File: config.mk
export PLATFORM = sky130hd
export DESIGN_NAME = gray_read_pointer
export DESIGN_NICKNAME = d
export VERILOG_FILES = /design/src/rtl/gray_pkg.sv /design/src/rtl/gray_decode_stage.sv /design/src/rtl/gray_read_pointer.sv
export SDC_FILE = /design/constraint.sdc
export NUM_CORES = 1
export LEC_CHECK = 0
export BUFFER_PORTS_ARGS = -buffer_cell sky130_fd_sc_hd__buf_2
export CAP_MARGIN = 20
export CORE_ASPECT_RATIO = 1.4
export CORE_MARGIN = 3
export CORE_UTILIZATION = 53
export CTS_CLUSTER_DIAMETER = 100
export DETAILED_ROUTE_END_ITERATION = 16
export PLACE_DENSITY_LB_ADDON = 0.15
export SKIP_CTS_REPAIR_TIMING = 1
export SLEW_MARGIN = 10
export SYNTH_ARGS = -nofsm -noshare
export SYNTH_HDL_FRONTEND = slang
export SYNTH_HIERARCHICAL = 1
export SYNTH_SLANG_ARGS = --single-unit
File: constraint.sdc
create_clock -name clk -period 3.8 [get_ports clk]
set_input_delay 0.76 -clock clk [delete_from_list [all_inputs] [get_ports clk]]
set_output_delay 0.76 -clock clk [all_outputs]
set_load 0.05 [all_outputs]
File: src/rtl/gray_pkg.sv
// rtl/gray_pkg.sv - gray/binary conversion helpers shared by the read-pointer slice
//
// Provides gray2bin, bin2gray, a popcount-greater-than-one test and the FIFO depth
// derivation. The helpers work on a 32-bit word; callers zero-extend their pointer
// and truncate the result, which is exact because leading zeros never change
// either conversion.

package gray_pkg;

    localparam int PTR_MAX_W = 32;

    typedef logic [PTR_MAX_W-1:0] ptr_word_t;

    // FIFO depth for a pointer of the given width (the MSB is the wrap bit).
    function automatic int depth_of(input int length);
        return 1 << (length - 1);
    endfunction

    // Prefix XOR from the MSB down.
    function automatic ptr_word_t gray2bin(input ptr_word_t g);
        ptr_word_t b;
        b[PTR_MAX_W-1] = g[PTR_MAX_W-1];
        for (int i = PTR_MAX_W - 2; i >= 0; i--) begin
            b[i] = b[i+1] ^ g[i];
        end
        return b;
    endfunction

    function automatic ptr_word_t bin2gray(input ptr_word_t b);
        return b ^ (b >> 1);
    endfunction

    // Clearing the lowest set bit leaves something non-zero only if two or more
    // bits were set.
    function automatic logic multi_bit(input ptr_word_t x);
        return (x & (x - ptr_word_t'(1))) != '0;
    endfunction

endpackage

File: src/rtl/gray_decode_stage.sv
// rtl/gray_decode_stage.sv - captures the synchronized write gray pointer, decodes it and flags illegal jumps
//
// Ports:
//   clk            read-domain clock
//   reset          synchronous active-high reset
//   wr_gray_synced write pointer in gray code, already synchronized to clk
//   wr_bin_next    binary decode of the captured gray pointer
//   jump_err       combinational pulse: more than one bit differs between the
//                  incoming and the captured gray pointer

module gray_decode_stage
    import gray_pkg::*;
#(
    parameter int LENGTH = 8
) (
    input  logic              clk,
    input  logic              reset,
    input  logic [LENGTH-1:0] wr_gray_synced,
    output logic [LENGTH-1:0] wr_bin_next,
    output logic              jump_err
);

    logic [LENGTH-1:0] wr_gray_q;

    always_ff @(posedge clk) begin
        if (reset) begin
            wr_gray_q <= '0;
        end else begin
            wr_gray_q <= wr_gray_synced;
        end
    end

    assign wr_bin_next = LENGTH'(gray2bin(ptr_word_t'(wr_gray_q)));

    // The check compares against the value being replaced at this edge, so the
    // sticky flag in the top rises on the same edge that captures the bad code.
    assign jump_err = ~reset & multi_bit(ptr_word_t'(wr_gray_synced ^ wr_gray_q));

endmodule

File: src/rtl/gray_read_pointer.sv
// rtl/gray_read_pointer.sv - read-side pointer, status and error tracking of a dual-clock FIFO
//
// Ports:
//   clk            read-domain clock
//   reset          synchronous active-high reset
//   wr_gray_synced synchronized write pointer (gray)
//   rd_en          read request
//   rd_addr        RAM read address (low bits of the binary read pointer)
//   rd_gray        registered gray read pointer for the write domain
//   rd_accept      read taken this cycle (combinational)
//   empty          registered, level == 0
//   level          registered occupancy, unclamped
//   underflow      one-cycle pulse after a read request while empty
//   ptr_error      sticky: illegal gray jump or occupancy above DEPTH

module gray_read_pointer
    import gray_pkg::*;
#(
    parameter int LENGTH = 8
) (
    input  logic              clk,
    input  logic              reset,
    input  logic [LENGTH-1:0] wr_gray_synced,
    input  logic              rd_en,
    output logic [LENGTH-2:0] rd_addr,
    output logic [LENGTH-1:0] rd_gray,
    output logic              rd_accept,
    output logic              empty,
    output logic [LENGTH-1:0] level,
    output logic              underflow,
    output logic              ptr_error
);

    localparam int              DEPTH   = depth_of(LENGTH);
    localparam logic [LENGTH:0] DEPTH_W = (LENGTH + 1)'(DEPTH);

    logic [LENGTH-1:0] rd_bin;
    logic [LENGTH-1:0] rd_bin_next;
    logic [LENGTH-1:0] wr_bin_next;
    logic [LENGTH-1:0] level_next;
    logic              jump_err;
    logic              overrun;

    gray_decode_stage #(
        .LENGTH (LENGTH)
    ) u_decode (
        .clk            (clk),
        .reset          (reset),
        .wr_gray_synced (wr_gray_synced),
        .wr_bin_next    (wr_bin_next),
        .jump_err       (jump_err)
    );

    assign rd_accept   = rd_en & ~empty & ~reset;
    assign rd_bin_next = rd_bin + LENGTH'(rd_accept);

    // Subtraction across the full width including the wrap bit, so a full FIFO
    // reads as DEPTH rather than as zero.
    assign level_next  = wr_bin_next - rd_bin_next;
    assign overrun     = {1'b0, level_next} > DEPTH_W;

    assign rd_addr     = rd_bin[LENGTH-2:0];

    always_ff @(posedge clk) begin
        if (reset) begin
            rd_bin    <= '0;
            rd_gray   <= '0;
            level     <= '0;
            empty     <= 1'b1;
            underflow <= 1'b0;
            ptr_error <= 1'b0;
        end else begin
            rd_bin    <= rd_bin_next;
            rd_gray   <= LENGTH'(bin2gray(ptr_word_t'(rd_bin_next)));
            level     <= level_next;
            empty     <= (level_next == '0);
            underflow <= rd_en & empty;
            if (jump_err || overrun) begin
                ptr_error <= 1'b1;
            end
        end
    end

endmodule

==> metrics.yaml, run 1 <==
synthesis:
  muxShareOfSynthArea_pct: 0
  synth_top_family_by_area: "XOR/XNOR gates"
  avgSynthCellArea_um2: 10.1
  yosys.area.top_type: "dfxtp_1"
  synth-seq-area-share_pct: 40.5
  synth-adder-area-share_pct: 9.02
  synth_cells: 167
  yosys_warnings: 6
  synth_most_common_cell: "dfxtp_1"
  syn_nets: 186
  postSynth.asyncResetShare_pct: 0
  synthSimpleGateAreaFrac_pct: 15.9
  synth_cell_types: 38
  synth.top_cell.area_share_pct: 40.5
  synthXorXnorAreaFrac_pct: 22.8
  synth_compound_area_share_pct: 9.31
  synth_common_cells: "34 x dfxtp_1, 21 x nor2_1, 21 x xnor2_1"
  synth_edf_count: 0
  synthTopCellsByArea: "dfxtp_1 41%, xnor2_1 11%, xor2_1 7.3%"
  synth-seq-cells: 34
  synth-main-ff-cell: "dfxtp_1"
  syn_area_um2: 1680
cells_and_area:
  drive_gt1_share_pct: 33.8
  utilization_pct: 70.3
  diodes: 0
  finish.net_count: 229
  area_growth_pct: 23.0
setup_path:
  path_class: "flip-flop to flip-flop"
  critPathRequiredTime_ns: 4.03
  rrSetupSlack_ns: 0.14
  critPathCaptureType: "flip-flop"
  arrival_ns: 3.89
  critical_path.max_fanout: 5
  rr_startpoint: "u_decode/wr_gray_q[4]"
  cp-start-kind: "flip-flop"
  cp-startpoint: "u_decode/wr_gray_q[4]"
clock_network:
  clock_sinks: 34
  clk_path_buf_depth: 2
  clk_pin_slew_ns: 0.07
  cts-root-buf: "clkbuf_8"
  htree_levels: 2
  worstSkewPairLatency_ns: 0.28
  cts_tree: "yes"
  cts_made_buffers: 5
floorplan:
  die_area_um2: 3890
  rows: 23
  pin_count: 38
  coreArea_um2: 2940
  die_x_um: 53.6
  dieHeight_um: 72.6
  start_util_pct: 57.2
place:
  hpwlAfterDp_mm: 2.48
  portBuffers: 37
  gp_congestion: 0.753
drt:
  vias: 1261
  drc_errors: 0
  drtIter0Drc: 17
  wl_met3_um: 148
  drt_wl_total_mm: 3.24
  dr.pass1.iters: 4
  wl_met1_mm: 1.18
  wl_met2_mm: 1.82
  ant_nets: 0
  viasPerCell: 5.11
  wl_per_cell_um: 13.1
  highest_layer: "met4"
timing:
  final-setup-viol-count: 0
  fin_crit_ns: 3.66
  tns_ns: 0
  slew_headroom_pct: 66.8
  finalHoldViolations: 0
  worst_slew_pin_slew_ns: 0.495
  slew_viol_final: 0
  fmaxAchievable_mhz: 273
  finalCritPeriodShare_pct: 96.3
  clock_skew_ns: 0.00368
grt:
  antenna_found_initial: 0
  overflow: 0
  grtUsageTotal_pct: 19.0
  grt_pass1_wl_mm: 5.24
  grt_pass1_vias: 1202
  grt_max_degree: 37
pwr:
  switching_share_pct: 35.4
  p_clk_share_pct: 25.8
  seqPwrFrac_pct: 41.4
  p_comb_share_pct: 32.8
  leakage_nw: 0.908
  p_int_w: 0.000620
  peakVddDrop_v: 0.000406
  p_per_area_nw_per_um2: 465
  switchingPower_w: 0.000340
  finalPower_w: 0.000960
outcome:
  outcome: "finished, final reports clean"
job:
  max-cap-violations: 0
min_path:
  hp-class: "flip-flop to flip-flop"
  min_from: "ptr_error"
final timing paths:
path | to | cells past startpoint
worst min-delay path | ptr_error | 2
worst max register to register | empty | 15
worst max-delay path | empty | 15
worst min register to register | ptr_error | 2
critical path, cell delays in order (launching register included):
cell	delay (ns)
dfxtp_1	0.44
xor2_2	0.24
xnor2_2	0.19
xor2_4	0.27
xor2_2	0.22
xor2_1	0.17
inv_1	0.07
ha_1	0.22
fa_1	0.42
inv_1	0.10
maj3_2	0.18
maj3_2	0.23
o22ai_1	0.13
o21a_2	0.23
nor4b_2	0.31
a31o_1	0.19
through the flow:
step	setup WS, ns	hold WS (ns)	instances	instance area [um^2]
after global placement	0.191	0.466	240	1930
final	0.139	0.492	247	2060
after floorplan	0.0142	0.655	167	1700
after CTS	-0.0221	0.487	247	2010
after global routing	-0.0510	0.537	247	2060
after detailed placement	-0.000780	0.468	240	1930
layer usage:
| layer | track usage [%] | up-vias |
|---|---|---|
| met4 | 11.1 | 0 |
| met3 | 5.11 | 8 |
| met5 | 0 | - |
| li1 | - | 638 |
| met2 | 32.9 | 31 |
| met1 | 19.8 | 584 |
power by group through the flow:
stage               combinational (W)  sequential, W  clock [W]
floorplan                    0.000165       0.000483          0
global placement             0.000295       0.000402          0
detailed placement           0.000306       0.000404          0
CTS                          0.000307       0.000396   0.000253
global route                 0.000341       0.000399   0.000266
finish                       0.000315       0.000397   0.000248
cell usage in the layout (no fill, tap or decap), drive strengths merged, types with 2 or more instances in the layout:
master | netlist | routed
clkinv | 0 | 2
nor2 | 21 | 21
o22ai | 3 | 3
nor2b | 10 | 10
o21a | 4 | 4
nor3 | 2 | 2
inv | 6 | 6
or3 | 2 | 2
and3 | 3 | 3
xor2 | 16 | 16
a21oi | 4 | 4
nand3 | 7 | 7
or2 | 2 | 2
clkbuf | 3 | 5
xnor2 | 23 | 23
maj3 | 4 | 4
buf | 1 | 40
dfxtp | 34 | 34
ha | 7 | 7
o21ai | 2 | 2
cell type report:
class | instances | area (um^2)
well taps | 37 | 46.3
flip-flops and latches | 34 | 682
multi-input cells | 123 | 1030
repair buffers | 40 | 208
fillers | 245 | 871
inverters | 6 | 22.5
clock buffers | 5 | 68.8
clock inverters | 2 | 10.0
cells by family after synthesis:
| family | after synthesis |
|---|---|
| buffers and inverters | 10 |
| xor gates and xnor gates | 39 |
| DFF | 34 |
| adders and majority gates | 12 |
| and+or+nand+nor | 51 |
| AOI/OAI and AO/OA | 21 |
sequential cells by signal (all words and copies together) (netlist names):
signal and count:
empty 1, rd_gray 8, u_decode/wr_gray_q 8, level 8
underflow 1, rd_bin 7, ptr_error 1
Power figures use the tool's default switching activity.
==> run 2, diff against run 1 <==
--- a/config.mk
+++ b/config.mk
@@ -5,7 +5,7 @@
 export SDC_FILE = /design/constraint.sdc
 export NUM_CORES = 1
 export LEC_CHECK = 0
-export BUFFER_PORTS_ARGS = -buffer_cell sky130_fd_sc_hd__buf_2
+export BUFFER_PORTS_ARGS = -buffer_cell sky130_fd_sc_hd__buf_4
 export CAP_MARGIN = 20
 export CORE_ASPECT_RATIO = 1.4
 export CORE_MARGIN = 3
==> constraint.sdc (replaced) <==
create_clock -name clk -period 3.8 [get_ports clk]
set_input_delay 0.76 -clock clk [delete_from_list [all_inputs] [get_ports clk]]
set_output_delay 0.76 -clock clk [all_outputs]
set_load 0.1 [all_outputs]
==> run 2 against run 1 <==
Net effect:
- critical path depth unchanged
- sequential share of layout area decreased by 2.7 points
- non-clock buffer count increased by 3
- die area unchanged
- clock power increased by 7%
- register-to-register slack improved by 0.10 ns
- global-route usage increased by 1.4 points
- hold slack improved by 0.014 ns
- final cell count increased by 1.6%
- worst setup slack improved by 0.10 ns
- sequential cell count unchanged
- sequential power about the same
- largest cell class unchanged
==> metrics.yaml, run 2 (synthesis results as in run 1) <==
floorplan:
  rows: 23  # unchanged
  coreArea_um2: 2940  # unchanged
  die_area_um2: 3890  # unchanged
  die_x_um: 53.6  # unchanged
  pin_count: 38  # unchanged
  dieHeight_um: 72.6  # unchanged
  start_util_pct: 57.2  # unchanged
cells_and_area:
  finish.net_count: 232  # +1.3%
  fillers: 212  # -13%
  final_common_cell: "buf_4"
  drive_gt1_share_pct: 37.4  # +3.6 points
  top_regs: "level x8, rd_gray x8, u_decode/wr_gray_q x8"
  diodes: 0  # unchanged
  area_growth_pct: 34.4
  layout_common_cells: "43 x buf_4, 32 x dfxtp_1, 21 x nor2_1"
timing:
  whs_ns: 0.507  # +0.0144 ns
  finalCritPeriodShare_pct: 93.6  # -2.8 points
  finalHoldViolations: 0  # unchanged
  fmaxAchievable_mhz: 281  # +2.9%
  clock_skew_ns: 0.00148  # -0.00220 ns
  fin_crit_ns: 3.56  # -0.105 ns
  final-setup-viol-count: 0  # unchanged
  tns_ns: 0  # unchanged
  worst_slew_pin_slew_ns: 0.502  # +0.00756 ns
  slew_headroom_pct: 66.3  # -0.51 points
  slew_viol_final: 0  # unchanged
place:
  portBuffers: 37  # unchanged
  hpwlAfterDp_mm: 2.87  # +16%
  gp_congestion: 0.882  # +17%
pwr:
  p_clk_share_pct: 23.7  # -2.1 points
  p_comb_share_pct: 40.7  # +7.9 points
  p_per_area_nw_per_um2: 496  # +6.5%
  peakVddDrop_v: 0.000352  # -13%
  p_int_w: 0.000684  # +10%
  switching_share_pct: 38.9  # +3.4 points
  seqPwrFrac_pct: 35.7  # -5.7 points
  leakage_nw: 0.947  # +4.3%
  finalPower_w: 0.00112  # +16%
  switchingPower_w: 0.000435  # +28%
drt:
  dr.pass1.iters: 4  # unchanged
  viasPerCell: 5.10  # about the same
  wl_per_cell_um: 13.8  # +5.6%
  drc_errors: 0  # unchanged
  ant_nets: 0  # unchanged
  wl_met1_mm: 1.23  # +4.3%
  highest_layer: "met4"
  wl_met3_um: 155  # +4.7%
  vias: 1281  # +1.6%
  drt_wl_total_mm: 3.48  # +7.3%
  wl_met2_mm: 1.98  # +8.4%
  drtIter0Drc: 23  # +6
outcome:
  outcome: "finished, final reports clean"
clock_network:
  worstSkewPairLatency_ns: 0.28  # about the same
  cts_tree: "yes"
  cts_made_buffers: 5  # unchanged
  htree_levels: 2  # unchanged
  clk_path_buf_depth: 2  # unchanged
  cts-root-buf: "clkbuf_8"
  clk_pin_slew_ns: 0.06  # about the same
  clock_sinks: 34  # unchanged
setup_path:
  rrSetupSlack_ns: 0.24  # +0.10 ns
  cp-start-kind: "flip-flop"
  path_cells: "xor2_4 -> xnor2_4 -> xor2_4 -> xor2_1 -> xor2_1 -> inv_1 -> ha_4 -> fa_2 -> inv_1 -> maj3_2 -> maj3_2 -> a211oi_2 -> nor3_2 -> nor4b_2 -> o41ai_1"
  crit_family: "adder cells"
  critPathRequiredTime_ns: 3.96  # -0.07 ns
  path_class: "flip-flop to flip-flop"
  crit_slowest_cell: "dfxtp_2"
  worstPathBufferInverterCount: 2  # unchanged
  critical-path-max-stage-delay_ns: 0.41  # -0.03 ns
  critPathCaptureType: "flip-flop"
  arrival_ns: 3.71  # -0.18 ns
  critical_path.max_fanout: 5  # unchanged
grt:
  grt_max_degree: 37  # unchanged
  grt_pass1_vias: 1322  # +10%
  grt_pass1_wl_mm: 5.78  # +10%
  grtUsageTotal_pct: 20.4  # +1.4 points
  overflow: 0  # unchanged
  antenna_found_initial: 0  # unchanged
job:
  max-cap-violations: 0  # unchanged
min_path:
  hp-class: "flip-flop to flip-flop"
[run 2: cell count changes in the layout (fill, tap and decap cells not counted), moves of 3 or more]
cell	before	now
buf_2	37	0
ha_4	0	4
ha_1	6	3
buf_4	3	43
[run 2: power groups by stage]
stage	Combinational [W]	Clock, W	Sequential [W]
global route	0.000483	0.000290	0.000402
floorplan	0.000196	0	0.000567
finish	0.000455	0.000265	0.000399
global placement	0.000440	0	0.000405
CTS	0.000452	0.000275	0.000398
detailed placement	0.000450	0	0.000406
[run 2: per-stage QoR]
| step | cell area, um^2 | instances | util, % | setup slack [ns] |
|---|---|---|---|---|
| 3_3_place_gp | 2120 | 243 | 72.4 | 0.280 |
| 5_1_grt | 2260 | 251 | 76.9 | -0.00160 |
| 2_1_floorplan | 1800 | 167 | - | -0.198 |
| 6_report | 2260 | 251 | 76.9 | 0.244 |
| 4_1_cts | 2220 | 251 | 75.5 | 0.0523 |
| 3_5_place_dp | 2120 | 243 | 72.4 | 0.0845 |
[run 2: metal layers]
metal	global-route usage, %	up-vias
li1	-	642
met1	19.1	590
met2	39.4	37
met3	3.89	12
met4	10.2	0
met5	0	-
[run 2: area by class of cell]
class                           count  area [um^2]  area share, %
Multi-Input combinational cell    123         1090           48.2
Tap cell                           37         46.3           2.05
Timing Repair Buffer               43          323           14.3
Sequential cell                    34          683           30.3
Clock inverter                      1         5.00          0.222
Inverter                            6         25.0           1.11
Clock buffer                        7         86.3           3.83
[run 2: final timing paths]
kind / start / endpoint / cells past startpoint
max: u_decode/wr_gray_q[7] / ptr_error / 15
min: ptr_error / ptr_error / 2
max reg2reg: u_decode/wr_gray_q[7] / ptr_error / 15
min reg2reg: ptr_error / ptr_error / 2
[run 2: tightest hold or removal path, delay by kind of cell, from the launching register on]
family	cells	cell delay (ns)
flip-flops	1	0.34
AO/OA/AOI/OAI	2	0.13
